**config.mk**
```make
export PLATFORM = sky130hd
export DESIGN_NAME = read_core_num_mc_fifo
export DESIGN_NICKNAME = d
export VERILOG_FILES = /design/src/rtl/frontend_command_definition_pkg.sv /design/src/rtl/core_num_fifo_ch.sv /design/src/rtl/read_core_num_mc_fifo.sv
export SDC_FILE = /design/constraint.sdc
export NUM_CORES = 1
export LEC_CHECK = 0
export BUFFER_PORTS_ARGS = -buffer_cell sky130_fd_sc_hd__buf_2
export CAP_MARGIN = 20
export CORE_MARGIN = 4
export CORE_UTILIZATION = 61
export CTS_CLUSTER_DIAMETER = 30
export DETAILED_ROUTE_END_ITERATION = 8
export PLACE_DENSITY = 0.8
export SYNTH_ARGS = -nofsm -noshare
export SYNTH_HDL_FRONTEND = slang
export SYNTH_SLANG_ARGS = --single-unit
```
**constraint.sdc**
```tcl
create_clock -name i_clk -period 3.25 [get_ports i_clk]
set_input_delay 0.65 -clock i_clk [delete_from_list [all_inputs] [get_ports i_clk]]
set_output_delay 0.65 -clock i_clk [all_outputs]
set_load 0.03 [all_outputs]
```
**src/rtl/frontend_command_definition_pkg.sv**
```systemverilog
`default_nettype none
// +----------------------------------------------------------------------+
// | Module  : frontend_command_definition_pkg                            |
// | Brief   : Shared front-end command types (core-number tag).          |
// | Revision: 1.0 - initial release                                      |
// +----------------------------------------------------------------------+
package frontend_command_definition_pkg;

    localparam int CORE_NUM_W = 2;

    typedef logic [CORE_NUM_W-1:0] core_num_t;

endpackage : frontend_command_definition_pkg
`default_nettype wire

```
**src/rtl/core_num_fifo_ch.sv**
```systemverilog
`default_nettype none
// +----------------------------------------------------------------------+
// | Module  : core_num_fifo_ch                                           |
// | Brief   : One in-order core-number queue with count, flags, masking. |
// | Revision: 1.0 - initial release                                      |
// +----------------------------------------------------------------------+
module core_num_fifo_ch
    import frontend_command_definition_pkg::*;
#(
    parameter int DATA_WIDTH = CORE_NUM_W,
    parameter int DEPTH_LOG2 = 4,
    parameter int AFULL_TH   = 12
) (
    input  logic                  i_clk,
    input  logic                  i_rst,
    input  logic                  i_wr_en,
    input  logic [DATA_WIDTH-1:0] i_data,
    input  logic                  i_rd_en,
    input  logic                  i_flush,
    output logic [DATA_WIDTH-1:0] o_data,
    output logic                  o_empty,
    output logic                  o_full,
    output logic                  o_afull,
    output logic [DEPTH_LOG2:0]   o_count,
    output logic                  o_ovf,
    output logic                  o_udf
);

    localparam int                c_DEPTH = 1 << DEPTH_LOG2;
    localparam logic [DEPTH_LOG2:0] c_AFULL = (DEPTH_LOG2+1)'(AFULL_TH);
    localparam logic [DEPTH_LOG2:0] c_ONE   = (DEPTH_LOG2+1)'(1);

    logic [DATA_WIDTH-1:0] r_mem [c_DEPTH];
    logic [DEPTH_LOG2:0]   r_wr_ptr;
    logic [DEPTH_LOG2:0]   r_rd_ptr;
    logic [DEPTH_LOG2:0]   r_count;
    logic                  r_empty;
    logic                  r_full;
    logic                  r_afull;

    logic                  w_push;
    logic                  w_pop;
    logic [DEPTH_LOG2:0]   w_wr_ptr_nxt;
    logic [DEPTH_LOG2:0]   w_rd_ptr_nxt;
    logic [DEPTH_LOG2:0]   w_count_nxt;
    logic                  w_full_nxt;

    // A full queue still accepts a push when the head is popped the same cycle.
    always_comb begin
        w_push       = i_wr_en && !i_flush && (!r_full || i_rd_en);
        w_pop        = i_rd_en && !i_flush && !r_empty;
        w_wr_ptr_nxt = r_wr_ptr;
        w_rd_ptr_nxt = r_rd_ptr;
        if (i_flush) begin
            w_wr_ptr_nxt = '0;
            w_rd_ptr_nxt = '0;
        end else begin
            if (w_push) w_wr_ptr_nxt = r_wr_ptr + c_ONE;
            if (w_pop)  w_rd_ptr_nxt = r_rd_ptr + c_ONE;
        end
        w_count_nxt = w_wr_ptr_nxt - w_rd_ptr_nxt;
        w_full_nxt  = (w_wr_ptr_nxt[DEPTH_LOG2-1:0] == w_rd_ptr_nxt[DEPTH_LOG2-1:0])
                   && (w_wr_ptr_nxt[DEPTH_LOG2] != w_rd_ptr_nxt[DEPTH_LOG2]);
    end

    always_ff @(posedge i_clk) begin
        if (i_rst) begin
            r_wr_ptr <= '0;
            r_rd_ptr <= '0;
            r_count  <= '0;
            r_empty  <= 1'b1;
            r_full   <= 1'b0;
            r_afull  <= 1'b0;
        end else begin
            r_wr_ptr <= w_wr_ptr_nxt;
            r_rd_ptr <= w_rd_ptr_nxt;
            r_count  <= w_count_nxt;
            r_empty  <= (w_wr_ptr_nxt == w_rd_ptr_nxt);
            r_full   <= w_full_nxt;
            r_afull  <= (w_count_nxt >= c_AFULL);
        end
    end

    always_ff @(posedge i_clk) begin
        if (w_push) r_mem[r_wr_ptr[DEPTH_LOG2-1:0]] <= i_data;
    end

    // Storage is never cleared, so stale contents are hidden while empty.
    assign o_data  = r_empty ? '0 : r_mem[r_rd_ptr[DEPTH_LOG2-1:0]];
    assign o_empty = r_empty;
    assign o_full  = r_full;
    assign o_afull = r_afull;
    assign o_count = r_count;
    assign o_ovf   = i_wr_en && !i_flush && r_full && !i_rd_en;
    assign o_udf   = i_rd_en && !i_flush && r_empty;

endmodule : core_num_fifo_ch
`default_nettype wire

```
**src/rtl/read_core_num_mc_fifo.sv**
```systemverilog
`default_nettype none
// +----------------------------------------------------------------------+
// | Module  : read_core_num_mc_fifo                                      |
// | Brief   : Per-DRAM-channel core-number queues with sticky misuse flags|
// | Revision: 1.0 - initial release                                      |
// +----------------------------------------------------------------------+
module read_core_num_mc_fifo
    import frontend_command_definition_pkg::*;
#(
    parameter int DATA_WIDTH = CORE_NUM_W,
    parameter int NUM_CH     = 4,
    parameter int DEPTH_LOG2 = 4,
    parameter int AFULL_TH   = 12
) (
    input  logic                                i_clk,
    input  logic                                i_rst,
    input  logic                                i_wr_en,
    input  logic [$clog2(NUM_CH)-1:0]           i_wr_ch,
    input  logic [DATA_WIDTH-1:0]               i_data,
    input  logic [NUM_CH-1:0]                   i_rd_en,
    input  logic [NUM_CH-1:0]                   i_flush,
    output logic [NUM_CH*DATA_WIDTH-1:0]        o_data,
    output logic [NUM_CH-1:0]                   o_empty,
    output logic [NUM_CH-1:0]                   o_full,
    output logic [NUM_CH-1:0]                   o_afull,
    output logic [NUM_CH*(DEPTH_LOG2+1)-1:0]    o_count,
    output logic                                o_ovf_err,
    output logic                                o_udf_err
);

    localparam int c_CH_W  = $clog2(NUM_CH);
    localparam int c_CNT_W = DEPTH_LOG2 + 1;

    logic [NUM_CH-1:0] w_wr_en;
    logic [NUM_CH-1:0] w_ovf;
    logic [NUM_CH-1:0] w_udf;
    logic              w_bad_ch;
    logic              r_ovf_err;
    logic              r_udf_err;

    for (genvar c = 0; c < NUM_CH; c++) begin : g_ch
        localparam logic [c_CH_W-1:0] c_IDX = c_CH_W'(c);

        assign w_wr_en[c] = i_wr_en && (i_wr_ch == c_IDX);

        core_num_fifo_ch #(
            .DATA_WIDTH (DATA_WIDTH),
            .DEPTH_LOG2 (DEPTH_LOG2),
            .AFULL_TH   (AFULL_TH)
        ) u_fifo (
            .i_clk   (i_clk),
            .i_rst   (i_rst),
            .i_wr_en (w_wr_en[c]),
            .i_data  (i_data),
            .i_rd_en (i_rd_en[c]),
            .i_flush (i_flush[c]),
            .o_data  (o_data[c*DATA_WIDTH +: DATA_WIDTH]),
            .o_empty (o_empty[c]),
            .o_full  (o_full[c]),
            .o_afull (o_afull[c]),
            .o_count (o_count[c*c_CNT_W +: c_CNT_W]),
            .o_ovf   (w_ovf[c]),
            .o_udf   (w_udf[c])
        );
    end

    // Channel codes beyond NUM_CH only exist when NUM_CH is not a power of two.
    if ((1 << c_CH_W) != NUM_CH) begin : g_bad_ch
        assign w_bad_ch = i_wr_en && (i_wr_ch >= c_CH_W'(NUM_CH));
    end else begin : g_no_bad_ch
        assign w_bad_ch = 1'b0;
    end

    always_ff @(posedge i_clk) begin
        if (i_rst) begin
            r_ovf_err <= 1'b0;
            r_udf_err <= 1'b0;
        end else begin
            r_ovf_err <= r_ovf_err | (|w_ovf) | w_bad_ch;
            r_udf_err <= r_udf_err | (|w_udf);
        end
    end

    assign o_ovf_err = r_ovf_err;
    assign o_udf_err = r_udf_err;

endmodule : read_core_num_mc_fifo
`default_nettype wire

```
==> flow_summary.json <==
{
  "port_buffers": 56,
  "synth_top_area_share_pct": 41.5,
  "reg2reg_from": "g_ch[1].u_fifo.o_full$_SDFF_PP0_",
  "gp_congestion": 0.872,
  "drive_gt1_share_pct": 22.8,
  "core-area_mm2": 0.0147,
  "netlist_instances": 735,
  "drtIter0Drc": 519,
  "synth.top_cells.by_area": "edfxtp_1 (41%), dfxtp_1 (16%), mux4_2 (8.3%)",
  "synth_edf_count": 128,
  "synth-seq-cells": 202,
  "slowest_delay_ps": 530,
  "grt_usage_pct": 24.3,
  "dpl.hpwl_um": 13300,
  "placed_cells": 950,
  "n_antenna_cell": 0,
  "ctsHtreeMaxLevel": 2,
  "clockBufferDepth": 3,
  "grt_max_degree": 65,
  "wl_per_cell_um": 20.2,
  "viasPerCell": 6.06,
  "clock-sinks": 202,
  "firstDrtPassIters": 5,
  "hold_violations": 0,
  "num_rows": 44,
  "drc": 0,
  "antenna_found_initial": 0,
  "worstPathMaxFanout": 6,
  "timing.rr.end": "g_ch[1].u_fifo.o_afull$_SDFF_PP0_",
  "reg2reg_depth": 11,
  "holdWs_ps": 546,
  "startpoint_type": "flip-flop",
  "crit_family": "flip-flops",
  "grt_pass1_wl_um": 33700,
  "leakage_nw": 3.96,
  "arrival_ps": 2450,
  "syn_avg_cell_area_um2": 12.6,
  "min_period_ps": 3100,
  "setup_violations": 0,
  "maxSlewViolCount": 0,
  "path_class": "reg2out",
  "relSlewSlack_pct": 58.9,
  "post-route-cell-area_mm2": 0.0110,
  "io-pin-count": 57,
  "setup_tns_ps": 0,
  "synth-async-reset-ratio_pct": 0,
  "r2r_slack_ps": 650,
  "start_util_pct": 63.0,
  "min_path_type": "reg2reg",
  "grt_pass1_vias": 6445,
  "fin_cells": 1021,
  "die_h_um": 131,
  "clk_latency_ps": 510,
  "root_buffer": "clkbuf_16",
  "die_area_mm2": 0.0172,
  "hold_buffers": 0,
  "whs_path_depth": 2,
  "end_kind": "primary output",
  "critical_path.most_common_cell": "a211oi_1",
  "grt_overflow_total": 0,
  "synth-main-ff-cell": "edfxtp_1",
  "p_per_area_mw_per_mm2": 614,
  "cap_violations": 0,
  "wl_um": 20600,
  "crit_required_ps": 2600,
  "ys_warn_count": 0,
  "synth_top_area_cell": "edfxtp_1",
  "vias": 6186,
  "yosysUniqueCellTypes": 54,
  "power_mw": 6.75,
  "placed_area_mm2": 0.00969,
  "rsz0062_at_grt": "no",
  "ir_worst_vdd_v": 0.000555,
  "status": "complete, no violations",
  "cts_buffers": 38,
  "postCtsSetupBuffers": 0,
  "path_cells": "buf_4, mux4_2, nor2b_1, a211oi_1, a211oi_1, buf_2",
  "cts_tree": "done",
  "yosysSeqAreaShare_pct": 57.5,
  "path_buf_inv": 2,
  "crit_slowest_cell": "dfxtp_1",
  "nNetsFinal": 863,
  "hold_start": "o_ovf_err$_SDFF_PP0_",
  "postRouteAntennaNets": 0,
  "area_growth_pct": 18.8,
  "finalCritPeriodShare_pct": 95.5,
  "synth_area_mm2": 0.00926,
  "path_clk_slew_ps": 50,
  "max_slew.worst_pin.slew_ps": 616,
  "hold_end": "o_ovf_err$_SDFF_PP0_",
  "fmax_ghz": 0.322,
  "synthesis.nets": 790,
  "finalClockSkew_ps": 12.6,
  "die_w_um": 131
}
==> what timing repair did <==
| item | CTS | global route |
|---|---|---|
| setup endpoints to repair | 2 | 0 |
| gates resized for setup | 1 | 0 |
| hold endpoints to repair | 0 | 0 |
==> routing by layer <==
| metal | share of wire [%] | up-vias | global-route usage [%] |
|---|---|---|---|
| met5 | 0 | - | 0 |
| met4 | 2.3 | 0 | 8.58 |
| met3 | 6.0 | 46 | 5.43 |
| met2 | 51 | 248 | 41.0 |
| met1 | 41 | 3077 | 31.3 |
| li1 | - | 2815 | - |
==> per-stage QoR <==
stage                     util (%)  setup slack (ps)
final                         74.9               146
after floorplan                  -               222
after detailed placement      65.9             -62.8
after global placement        65.9               111
after CTS                     74.6               112
after global routing          74.9              39.4
==> placed cells by master (no fill, tap or decap), drive strengths merged, types with 3 or more instances in the layout <==
cell type  instances
ha                36
dfxtp             74
mux4              34
nand4b             4
and3               5
nand4             10
o21a               3
clkinv            10
a21oi              5
fa                 4
nand2             36
mux2i             14
nand2b            24
inv               27
xnor2             31
nor2             103
xor2              11
or3                6
a211oi            14
clkinvlp           7
bufinv             3
nor4               5
edfxtp           128
buf               77
clkbuf            45
nor3b              3
nor4b              3
nand3              5
o21ai             20
or2               10
nor3              36
nor2b             23
==> kinds of logic (layout without fill, tap and decap cells) <==
| logic type | count (synthesis) | count (layout) | synth area share, % |
|---|---|---|---|
| AND/OR/NAND/NOR | 281 | 281 | 15.7 |
| flip-flops | 202 | 202 | 57.5 |
| buffers and inverters | 67 | 169 | 3.42 |
| AO/OA/AOI/OAI | 55 | 55 | 3.92 |
| multiplexers | 48 | 48 | 9.78 |
| XOR/XNOR | 42 | 42 | 3.97 |
| adder cells (fa/ha/maj) | 40 | 40 | 5.73 |
==> where the power goes <==
part           internal [mW]  switching (mW)
registers               2.74         0.00537
logic                 0.0442           0.102
clock network           2.56            1.31
total                   5.34            1.42
==> Yosys cell counts, drive strengths merged (2+ instances only) <==
cell type / number
edfxtp: 128
nor2: 103
dfxtp: 74
ha: 36
nand2: 36
nor3: 36
mux4: 34
xnor2: 31
buf: 26
nand2b: 24
inv: 23
nor2b: 23
o21ai: 20
clkbuf: 18
a211oi: 14
mux2i: 14
xor2: 11
nand4: 10
or2: 10
or3: 6
a21oi: 5
and3: 5
nand3: 5
nor4: 5
fa: 4
nand4b: 4
nor3b: 3
nor4b: 3
o21a: 3
a31oi: 2
and2: 2
nand3b: 2
nand4bb: 2
o211ai: 2
o221ai: 2
==> sequential cells by signal, summed over array words and instances, names as in the netlist <==
signal,flops
o_ovf_err,1
g_ch.u_fifo.o_count,20
g_ch.u_fifo.r_wr_ptr,20
g_ch.u_fifo.o_empty,4
g_ch.u_fifo.o_full,4
o_udf_err,1
g_ch.u_fifo.r_mem,128
g_ch.u_fifo.o_afull,4
g_ch.u_fifo.r_rd_ptr,20
==> worst max-delay path by stage <==
stage	from	end	depth (start not counted)	slack (ps)
after floorplan	i_flush[0]	g_ch[0].u_fifo.o_afull$_SDFF_PP0_	11	220
after detailed placement	i_wr_ch[0]	g_ch[0].u_fifo.o_afull$_SDFF_PP0_	13	-60
after global routing	g_ch[1].u_fifo.r_rd_ptr[0]$_SDFF_PP0_	o_data[3]	6	40
after global placement	i_wr_ch[0]	g_ch[0].u_fifo.o_afull$_SDFF_PP0_	13	110
final	g_ch[1].u_fifo.r_rd_ptr[0]$_SDFF_PP0_	o_data[2]	6	150
after CTS	g_ch[1].u_fifo.r_rd_ptr[0]$_SDFF_PP0_	o_data[2]	6	110
==> cell type report <==
class	instances	area (um^2)
well taps	184	230
multi-input cells	466	3620
fillers	891	3690
inverters	23	86.3
repair buffers	77	463
flip-flops and latches	202	5330
clock buffers	45	1050
clock inverters	24	228
==> worst register-to-register path: stages (launching register included) <==
cell and delay [ps]:
dfxtp_1 380, nor2b_1 310, nor2_1 180, mux2i_1 150, or2_2 330, inv_1 70, ha_1 230, nor2b_1 140
o21a_1 170, or3_1 320, nand3_1 90, o311ai_0 110
(Power assumes the default switching activity.)
